===== src/rtl/instr_encoder_pkg.sv =====
// instr_encoder_pkg: shared kinds, ALU-control codes, opcodes and funct fields for RV32I encoding
package instr_encoder_pkg;
  typedef enum logic [2:0] {K_LW, K_SW, K_RTYPE, K_BEQ, K_ITYPE, K_JAL} kind_t;
  typedef enum logic [1:0] {S_IDLE, S_LOAD, S_DONE} state_t;
  localparam logic [2:0] ALU_ADD = 3'b000;
  localparam logic [2:0] ALU_SUB = 3'b001;
  localparam logic [2:0] ALU_AND = 3'b010;
  localparam logic [2:0] ALU_OR  = 3'b011;
  localparam logic [2:0] ALU_SLT = 3'b101;
  localparam logic [6:0] OP_LW  = 7'b0000011;
  localparam logic [6:0] OP_SW  = 7'b0100011;
  localparam logic [6:0] OP_R   = 7'b0110011;
  localparam logic [6:0] OP_BEQ = 7'b1100011;
  localparam logic [6:0] OP_I   = 7'b0010011;
  localparam logic [6:0] OP_JAL = 7'b1101111;
  localparam logic [2:0] F3_ADD = 3'b000;
  localparam logic [2:0] F3_SLT = 3'b010;
  localparam logic [2:0] F3_OR  = 3'b110;
  localparam logic [2:0] F3_AND = 3'b111;
  localparam logic [2:0] F3_W   = 3'b010;
  localparam logic [2:0] F3_BEQ = 3'b000;
  localparam logic [6:0] F7_SUB = 7'b0100000;
  localparam logic [6:0] F7_0   = 7'b0000000;
  function automatic logic [2:0] alu_f3(input logic [2:0] alu);
    return alu == ALU_SLT ? F3_SLT : alu == ALU_OR ? F3_OR : alu == ALU_AND ? F3_AND : F3_ADD;
  endfunction
  function automatic logic alu_legal(input logic [2:0] alu);
    return alu == ALU_ADD || alu == ALU_SUB || alu == ALU_AND || alu == ALU_OR || alu == ALU_SLT;
  endfunction
endpackage


===== src/rtl/instr_pack.sv =====
// instr_pack: combinational encode of one descriptor into an RV32I word plus legal flag
// Immediate range checks are enforced only when ENC_RANGE_CHECK_EN is defined.
module instr_pack
  import instr_encoder_pkg::*;
(
  input  logic [2:0]  kind,
  input  logic [2:0]  alu,
  input  logic [4:0]  rd,
  input  logic [4:0]  rs1,
  input  logic [4:0]  rs2,
  input  logic [31:0] imm,
  output logic [31:0] word,
  output logic        legal
);
  logic i_ok, b_ok, j_ok;
`ifdef ENC_RANGE_CHECK_EN
  assign i_ok = $signed(imm) >= -2048 && $signed(imm) <= 2047;
  assign b_ok = $signed(imm) >= -4096 && $signed(imm) <= 4094 && !imm[0];
  assign j_ok = $signed(imm) >= -1048576 && $signed(imm) <= 1048574 && !imm[0];
`else
  logic unused_imm;
  assign i_ok = 1'b1;
  assign b_ok = 1'b1;
  assign j_ok = 1'b1;
  assign unused_imm = ^imm[31:21];
`endif
  logic [2:0] f3;
  logic       alu_ok;
  assign f3 = alu_f3(alu);
  assign alu_ok = alu_legal(alu);
  always_comb begin
    word = 32'h0;
    legal = 1'b0;
    case (kind)
      K_LW: begin
        word = {imm[11:0], rs1, F3_W, rd, OP_LW};
        legal = i_ok;
      end
      K_SW: begin
        word = {imm[11:5], rs2, rs1, F3_W, imm[4:0], OP_SW};
        legal = i_ok;
      end
      K_RTYPE: begin
        word = {alu == ALU_SUB ? F7_SUB : F7_0, rs2, rs1, f3, rd, OP_R};
        legal = alu_ok;
      end
      K_BEQ: begin
        word = {imm[12], imm[10:5], rs2, rs1, F3_BEQ, imm[4:1], imm[11], OP_BEQ};
        legal = b_ok;
      end
      K_ITYPE: begin
        word = {imm[11:0], rs1, f3, rd, OP_I};
        legal = alu_ok && alu != ALU_SUB && i_ok;
      end
      K_JAL: begin
        word = {imm[20], imm[10:1], imm[11], imm[19:12], rd, OP_JAL};
        legal = j_ok;
      end
      default: ;
    endcase
  end
endmodule


===== src/rtl/instr_encoder.sv =====
// instr_encoder: streams descriptors into instruction memory and holds the core in reset until loaded
// Optional immediate range checking in instr_pack via ENC_RANGE_CHECK_EN.
module instr_encoder
  import instr_encoder_pkg::*;
#(
  parameter logic [31:0] BASE_ADDR = 32'h0,
  parameter int          DEPTH = 64
) (
  input  logic        clk,
  input  logic        reset,
  input  logic        start,
  input  logic        in_valid,
  output logic        in_ready,
  input  logic [2:0]  in_kind,
  input  logic [2:0]  in_alu,
  input  logic [4:0]  in_rd,
  input  logic [4:0]  in_rs1,
  input  logic [4:0]  in_rs2,
  input  logic [31:0] in_imm,
  input  logic        in_last,
  output logic        imem_we,
  output logic [31:0] imem_addr,
  output logic [31:0] imem_wdata,
  output logic        core_reset,
  output logic        done,
  output logic        err,
  output logic [7:0]  err_count
);
  localparam int CW = $clog2(DEPTH + 1);
  state_t        state, state_nxt;
  logic [31:0]   ptr, word;
  logic [CW-1:0] wr_count;
  logic          last_pending, full, legal, acc, we_r;
  instr_pack u_pack (
    .kind(in_kind),
    .alu(in_alu),
    .rd(in_rd),
    .rs1(in_rs1),
    .rs2(in_rs2),
    .imm(in_imm),
    .word(word),
    .legal(legal)
  );
  assign full = wr_count == CW'(DEPTH);
  assign acc = in_valid & in_ready & ~start;
  // a write already registered is suppressed while reset is held
  assign imem_we = we_r & ~reset;
  always_ff @(posedge clk)
    state <= reset ? S_IDLE : state_nxt;
  always_comb
    state_nxt = start ? S_LOAD : (state == S_LOAD && (last_pending || full)) ? S_DONE : state;
  always_comb begin
    in_ready = state == S_LOAD && !last_pending && !full;
    done = state == S_DONE;
    core_reset = state != S_DONE;
  end
  always_ff @(posedge clk) begin
    if (reset) begin
      ptr <= BASE_ADDR;
      wr_count <= '0;
      last_pending <= 1'b0;
      we_r <= 1'b0;
      imem_addr <= BASE_ADDR;
      imem_wdata <= 32'h0;
      err <= 1'b0;
      err_count <= 8'h0;
    end else if (start) begin
      ptr <= BASE_ADDR;
      wr_count <= '0;
      last_pending <= 1'b0;
      we_r <= 1'b0;
      err <= 1'b0;
      err_count <= 8'h0;
    end else begin
      we_r <= acc & legal;
      if (acc & legal) begin
        imem_addr <= ptr;
        imem_wdata <= word;
        ptr <= ptr + 32'd4;
        wr_count <= wr_count + CW'(1);
      end
      if (acc & in_last) last_pending <= 1'b1;
      if (acc & ~legal) begin
        err <= 1'b1;
        err_count <= err_count + {7'd0, ~&err_count};
      end
      if (state == S_LOAD && full && !last_pending) err <= 1'b1;
    end
  end
endmodule

===== config.mk =====
export PLATFORM = sky130hd
export DESIGN_NAME = instr_encoder
export DESIGN_NICKNAME = d
export VERILOG_FILES = /design/src/rtl/instr_encoder_pkg.sv /design/src/rtl/instr_pack.sv /design/src/rtl/instr_encoder.sv
export SDC_FILE = /design/constraint.sdc
export NUM_CORES = 1
export LEC_CHECK = 0
export CORE_AREA = 5 5 127 129
export DETAILED_ROUTE_END_ITERATION = 8
export DIE_AREA = 0 0 132 134
export GPL_ROUTABILITY_DRIVEN = 0
export HOLD_SLACK_MARGIN = 0.05
export PLACE_DENSITY_LB_ADDON = 0.08
export SLEW_MARGIN = 20
export SYNTH_ARGS = -nofsm -noshare
export SYNTH_HDL_FRONTEND = slang
export SYNTH_SLANG_ARGS = --single-unit

===== constraint.sdc =====
create_clock -name clk -period 2.72 [get_ports clk]
set_input_delay 0.544 -clock clk [delete_from_list [all_inputs] [get_ports clk]]
set_output_delay 0.544 -clock clk [all_outputs]
set_load 0.005 [all_outputs]

-- Word-level counts from Yosys, hierarchy flattened
Index checks and enable logic that the tools add are counted.
- register bits: 116
- output and inout bits: 77
- word-level logic and storage cells: 68
- $add $sub $neg: 3
- equal/unequal tests: 14
- muxes and demuxes: 10
- bitwise operators: 9
- reduce and logical (&&, ||, !) cells: 22
- operators with widths (operator ; number):
    32-bit one-hot mux with 6 select lines ; 1
    32-bit by 3-bit adder with 32-bit output, second input constant ; 1
    3-bit by 2-bit equality test with 1-bit output, second input constant ; 4
    3-bit equality test, second input constant ; 3
    3-bit 2-to-1 mux ; 3
    8-bit by 1-bit adder with 8-bit output ; 1
    8-bit AND reduction ; 1
    7-bit by 1-bit adder with 7-bit output, second input constant ; 1
    7-bit equality test, second input constant ; 1
    1-bit bitwise AND ; 6
    3-bit by 1-bit equality test with 1-bit output, second input constant ; 2
    1-bit logical AND ; 6
    3-bit zero test ; 2
    6-bit 2-to-1 mux ; 1
    1-bit logical OR ; 5
    1-bit 2-to-1 mux ; 4
    2-bit nonzero test ; 2
    4-bit OR reduction ; 1
    1-bit zero test ; 3
    3-bit by 1-bit != test with 1-bit output, second input constant ; 1
    1-bit NOT ; 3
    1-bit one-hot mux with 3 select lines ; 1
    2-bit by 1-bit equality test with 1-bit output, second input constant ; 1
    2-bit equality test, second input constant ; 1
    other kinds (3) ; 3

-- Logic depth before layout (Yosys ltp)
Gate-level depths: netlist (run 1).
- depth after elaboration: 11
- depth in mapped cells: 9

-- Modules after synthesis
A second synthesis (run 1) with hierarchy kept.
- cell total of the unflattened synthesis: 655
- area total of the unflattened synthesis: 5230.0 um^2
- by module, submodules not included (module ; times used ; cells an instance ; area each (um^2) ; sequential area each (um^2)):
    instr_encoder ; 1 ; 567 ; 4678.2 ; 2242.2
    instr_pack ; 1 ; 88 ; 551.8 ; 0.0

-- Worst setup path after synthesis (run 1)
OpenSTA, ideal clock, no wires.
- path kind: in2reg
- from: input in_alu[1]
- to: register imem_wdata[4]
- library setup time: 70 ps
- arrival: 2100 ps
- setup slack: 549 ps
- stages: 6
- buffers on the path: 1
- cells stage by stage: nand2b_1 > a31o_2 > a221oi_2 > clkbuf_1 > o211ai_1 > a21oi_1
- cells in the longest elaborated chain, start to end: 9
- elaborated cells between the ends (all ways): 14
- RTL lines (what ; RTL line ; text):
    start, declared ; instr_encoder.sv:15 ; input logic [2:0] in_alu,
    3-bit by 1-bit equality test with 1-bit output or 3-bit zero test (tied branches) ; instr_encoder_pkg.sv:28 ; return alu == ALU_ADD || alu == ALU_SUB || alu == ALU_AND || alu == ALU_OR || alu == ALU_SLT;
    1-bit logical OR (4 in series) ; instr_encoder_pkg.sv:28 ;
    1-bit logical AND ; instr_pack.sv:53 ; legal = alu_ok && alu != ALU_SUB && i_ok;
    1-bit one-hot mux with 3 select lines * ; instr_pack.sv:34 ; case (kind)
    1-bit bitwise AND * ; instr_encoder.sv:76 ; if (acc & legal) begin
    2-bit AND reduction (no source line) * ; - ;
    end signal, assigned ; instr_encoder.sv:78 ; imem_wdata <= word;
    end, declared ; instr_encoder.sv:23 ; output logic [31:0] imem_wdata,
Every way passes the cells marked *; elsewhere a longest branch is shown, timed or not.
A chain may end at the register's enable or synchronous reset.

-- Worst setup path after layout (run 1)
- from: register wr_count[2]
- to: output in_ready
- cells in the longest elaborated chain, start to end: 3
- RTL lines (what ; RTL line ; text):
    start, declared ; instr_encoder.sv:32 ; logic [CW-1:0] wr_count;
    start signal, assigned ; instr_encoder.sv:80 ; wr_count <= wr_count + CW'(1);
    7-bit equality test ; instr_encoder.sv:44 ; assign full = wr_count == CW'(DEPTH);
    1-bit zero test ; instr_encoder.sv:53 ; in_ready = state == S_LOAD && !last_pending && !full;
    1-bit logical AND ; instr_encoder.sv:53 ;
    end, declared ; instr_encoder.sv:13 ; output logic in_ready,
Every way passes these cells.

==> results.cfg, run 1 <==
[placement]
post-place-ws_ns = -0.0807
place_inst = 945
placed_cell_area_um2 = 6700
port_buffers = 121
hpwl_um = 10700

[worst_setup_path]
reg2reg_slack_ns = 0.25
critPathCaptureType = primary output
worstPathArrival_ns = 1.99
r2r_start = wr_count[2]
worst_ep_required_time_ns = 2.18
path_class = reg2out
reg2reg_depth = 6
path_max_fanout = 5
worst_setup_path_start_kind = register
reg2reg_to = imem_wdata[24]

[synthesis]
synthMuxAreaShare_pct = 2.17
synth_common_cells = dfxtp_1, nand2_1, a21oi_1, nor2_1, clkbuf_1
synth-edff-count = 0
syn_area_um2 = 5060
synth-adder-area-share_pct = 1.24
synth-main-ff-cell = dfxtp_1
ys_warn_count = 0
ys_types = 51
synth_top_area_cell = dfxtp_1
synth-xor-area-share_pct = 0.519
async_reset_ff_share_pct = 0
synth_top_family_by_area = simple AND/OR/NAND/NOR gates
yosysTopAreaCellShare_pct = 43.5
synth.most_common_cell = dfxtp_1
synthSimpleGateAreaFrac_pct = 27.6
synth.area.top_cells = dfxtp_1, a21oi_1, nand2_1
ys_seq_area_share_pct = 43.5
syn_area_per_cell_um2 = 7.95
ys_ff_latch = 110
syn_inst = 637
synth_compound_area_share_pct = 19.6

[finish]
design_area_um2 = 7010
instances_no_fill = 961
drive_above_1_share_pct = 9.44
final_net_count = 831
num_antenna_cells = 0
fillers = 1469
postLayoutCoreUtil_pct = 47.0
syn_to_final_growth_pct = 38.4

[worst_hold_path]
hold_path_end = imem_addr[29]
whs_path_depth = 2
hp-class = reg2reg
hp-start = imem_addr[29]

[sta]
max_freq_mhz = 395
max_slew.worst_pin.slew_ns = 0.658
setup_viol = 0
hold_viol_final = 0
finalCritPeriodShare_pct = 93.0
relSlewSlack_pct = 55.6
finalCriticalPeriod_ns = 2.53
whs_ns = 0.455
skew_ns = 0.00776
slew_viol_final = 0
rsz0062_at_grt = false
totalNegativeSetupSlack_ns = 0
setup_ws_ns = 0.190

[power_and_ir_drop]
pwr-share-seq_pct = 48.6
swShare_pct = 24.8
power_mw = 3.36
netSwitchingPower_mw = 0.834
combPwrFrac_pct = 10.1
clock_power_share_pct = 41.2
leakage_nw = 2.39
intPower_mw = 2.52
ir_worst_vdd_v = 0.000370
power_density_nw_per_um2 = 479

[cts]
clock_sinks = 110
clk_pin_slew_ns = 0.08
htreeDepth = 3
cts_resized = 0
cts_setup_buffers = 0
clk_latency_ns = 0.36
cts_tree = yes
cts_root_buf = clkbuf_16
clockBufferDepth = 2
numCtsBuffers = 9
hold_buffers = 0

[grt]
antenna_found_initial = 0
grt_pass1_wl_um = 24500
grt_usage_pct = 16.5
first_global_vias = 4897
overflow = 0
grt_max_degree = 40

[routing]
ant_nets = 0
wl_per_cell_um = 15.4
first_pass_iters = 5
drt_iter0_markers = 338
vias = 5053
drcViolationCount = 0
totalWireLength_um = 14800
vias_per_cell = 5.26

[floorplan]
ioPinCount = 135
die-area_um2 = 17700
die_h_um = 134
rows = 45
die_w_um = 132
fp.coreArea_um2 = 14900
initial_core_util_pct = 33.9

[job]
cap_violations = 0

[status]
status = finished, final reports clean
critical path, stage by stage (launching register included):
cell	delay, ns
dfxtp_1	0.35
or4b_1	0.59
nor2_1	0.17
nor2b_1	0.07
clkdlybuf4s50_1	0.45
state kept, by name, summed over array words and instances, names as in the netlist:
name / cells
err: 1
err_count: 8
imem_addr: 30
imem_wdata: 30
last_pending: 1
ptr: 30
state: 2
we_r: 1
wr_count: 7
placed cells by master (no fill, tap or decap), types with 6 or more instances in the layout:
| cell | synthesis | routed |
|---|---|---|
| a211oi_1 | 9 | 9 |
| a21oi_1 | 79 | 79 |
| a221oi_1 | 7 | 7 |
| a22oi_1 | 8 | 8 |
| buf_4 | 4 | 45 |
| clkbuf_16 | 0 | 9 |
| clkdlybuf4s50_1 | 0 | 120 |
| dfxtp_1 | 110 | 110 |
| inv_1 | 13 | 13 |
| mux2i_1 | 11 | 11 |
| nand2_1 | 102 | 102 |
| nand3_1 | 23 | 23 |
| nand4_1 | 10 | 10 |
| nor2_1 | 56 | 56 |
| nor3_1 | 20 | 20 |
| o21ai_1 | 12 | 12 |
| o22ai_1 | 6 | 6 |
| o31ai_1 | 20 | 20 |
| or3_1 | 14 | 14 |
| or4_1 | 22 | 22 |
metal layers:
layer	global-route usage, %	part of all wire, %
met1	21.6	46
met2	24.8	44
met3	5.93	8.1
met4	6.74	2.0
met5	0	0
worst max-delay path by stage:
stage / start / end / slack [ns]
after floorplan: in_alu[1] / imem_wdata[4] / 0.55
after global placement: in_alu[1] / imem_wdata[22] / -0.03
after detailed placement: in_alu[1] / imem_wdata[22] / -0.08
after CTS: wr_count[2] / in_ready / 0.15
after global routing: wr_count[2] / imem_wdata[24] / 0.06
final: wr_count[2] / in_ready / 0.19
power by group through the flow:
| stage | logic, mW | clock network (mW) | registers (mW) |
|---|---|---|---|
| 5_1_grt | 0.375 | 1.48 | 1.64 |
| 4_1_cts | 0.343 | 1.43 | 1.63 |
| 2_1_floorplan | 0.150 | 0 | 1.67 |
| 3_5_place_dp | 0.342 | 0 | 1.67 |
| 6_report | 0.341 | 1.38 | 1.63 |
| 3_3_place_gp | 0.339 | 0 | 1.67 |
kinds of logic (layout without fill, tap and decap cells):
logic type,Yosys count,after routing
simple gates,282,282
compound gates,161,161
flops,110,110
buf+inv,64,199
mux,11,11
fa+ha+maj,5,5
xor+xnor,3,3
other cells,1,2
final cells by class:
| class | count | area, um2 | share of cell area, % |
|---|---|---|---|
| Sequential cell | 110 | 2200 | 31.4 |
| Clock buffer | 9 | 225 | 3.21 |
| Multi-Input combinational cell | 464 | 2610 | 37.2 |
| Clock inverter | 7 | 80.1 | 1.14 |
| Timing Repair Buffer | 169 | 1600 | 22.9 |
| Inverter | 14 | 52.6 | 0.750 |
| Tap cell | 188 | 235 | 3.36 |
No activity file was read; power rests on OpenSTA's default activity.
==> run 2: changes to the inputs <==
Settings changed: SKIP_CTS_REPAIR_TIMING set to 1.
==> results of run 2 <==
Same layout as run 1: the final DEF is identical, and so are final timing and power.
==> run 3: changes to the inputs <==
Settings changed: CORE_AREA 5 5 127 129 to 5 5 162 102, DIE_AREA 0 0 132 134 to 0 0 167 107, SKIP_LAST_GASP set to 1.
==> run 3 against run 2 <==
Against the previous run:
- register-to-register slack gained 0.11 ns
- first-iteration DRC count shrank 35%
- via count shrank 0.34%
- cell area down 0.96%
- critical endpoint unchanged
- largest power group unchanged
==> results.cfg, run 3 (same netlist as run 1, synthesis figures left out) <==
[status]
status = finished, final reports clean

[worst_hold_path]
whs_path_depth = 2
hold_path_end = imem_wdata[4]
hp-start = imem_wdata[4]
hp-class = reg2reg

[sta]
finalCritPeriodShare_pct = 93.5
setup_ws_ns = 0.177
setup_viol = 0
rsz0062_at_grt = false
slew_viol_final = 0
max_freq_mhz = 393
relSlewSlack_pct = 53.8
whs_ns = 0.454
skew_ns = 0.00891
hold_viol_final = 0
finalCriticalPeriod_ns = 2.54
max_slew.worst_pin.slew_ns = 0.686

[finish]
layout_common_cells = clkdlybuf4s50_1, dfxtp_1, nand2_1
final_net_count = 819
final_common_cell = clkdlybuf4s50_1
drive_above_1_share_pct = 8.02
design_area_um2 = 6940
top_regs = imem_addr (30), imem_wdata (30), ptr (30)
num_antenna_cells = 0
syn_to_final_growth_pct = 37.1
instances_no_fill = 964

[worst_setup_path]
path_class = reg2out
reg2reg_to = ptr[25]
critPathCaptureType = primary output
r2r_start = ptr[6]
critPathSlowestCell = or4b_1
worst_setup_path_start_kind = register
worst_ep_required_time_ns = 2.18
worstPathArrival_ns = 2.00
crit_buf_inv = 1
path_max_fanout = 5
reg2reg_slack_ns = 0.36
critical-path-max-stage-delay_ns = 0.58
reg2reg_depth = 5
critical_path.top_delay_family = simple AND/OR/NAND/NOR gates
cp_cell_sequence = or4b_1, nor2_1, nor2b_1, clkdlybuf4s50_1

[floorplan]
rows = 35
fp.coreArea_um2 = 14900
ioPinCount = 135
die_h_um = 107
initial_core_util_pct = 33.9
die_w_um = 167
die-area_um2 = 17900

[cts]
numCtsBuffers = 9
cts_root_buf = clkbuf_16
clk_latency_ns = 0.34
clk_pin_slew_ns = 0.07
cts_tree = yes
clock_sinks = 110
clockBufferDepth = 2
htreeDepth = 3

[job]
cap_violations = 0

[grt]
overflow = 0
first_global_vias = 4848
antenna_found_initial = 1
grt_max_degree = 40
grt_pass1_wl_um = 24500
grt_usage_pct = 16.3

[routing]
drt_iter0_markers = 220
top_layer_used = met5
met2_length_um = 6550
met3WireLength_um = 943
vias_per_cell = 5.22
drcViolationCount = 0
vias = 5036
met1_length_um = 7350
wl_per_cell_um = 15.5
first_pass_iters = 5
ant_nets = 0
totalWireLength_um = 14900

[placement]
place_inst = 948
post-place-ws_ns = -0.0266
placed_cell_area_um2 = 6660
port_buffers = 121
hpwl_um = 11000

[power_and_ir_drop]
power_mw = 3.25
ir_worst_vdd_v = 0.000313
power_density_nw_per_um2 = 469
leakage_nw = 2.33
## run 3: worst min-delay path, delay by kind of cell, from the launching register on
family | cells | cell delay (ns)
compound gates | 1 | 0.05
flops | 1 | 0.31
simple gates | 1 | 0.05
## run 3: how the worst max path moves through the flow
stage | startpoint | endpoint | slack, ns | cells after the start
after floorplan | in_alu[1] | imem_wdata[4] | 0.55 | 6
after global placement | in_alu[1] | ptr[9] | -0.02 | 8
final | wr_count[2] | in_ready | 0.18 | 4
after global routing | wr_count[2] | in_ready | 0.07 | 4
after detailed placement | in_alu[1] | ptr[9] | -0.03 | 7
after CTS | wr_count[2] | in_ready | 0.15 | 4
## run 3: power by group
group | internal (mW) | total, mW | switching (mW) | leakage [nW]
Clock | 0.655 | 1.28 | 0.629 | 0.137
Combinational | 0.166 | 0.336 | 0.170 | 1.31
Sequential | 1.62 | 1.63 | 0.00985 | 0.887
Total | 2.44 | 3.25 | 0.809 | 2.33
## run 3: through the flow
| stage | TNS [ns] | util (%) |
|---|---|---|
| 3_5_place_dp | -0.0659 | 44.6 |
| 5_1_grt | 0 | 46.5 |
| 4_1_cts | 0 | 46.5 |
| 6_report | 0 | 46.5 |
| 3_3_place_gp | -0.0243 | 44.6 |
| 2_1_floorplan | 0 | - |
## run 3: metal layers
layer,vias to the layer above,track usage (%)
met5,-,0
met4,2,2.86
met3,11,4.53
met2,147,25.5
met1,2342,22.9
li1,2534,-
## run 3: layout make-up
cell class              count  area (um2)
repair buffers            157        1540
well taps                 203         254
multi-input cells         464        2610
clock inverters             6        45.0
fillers                  1479        7990
clock buffers              10         239
inverters                  14        52.6
flip-flops and latches    110        2200
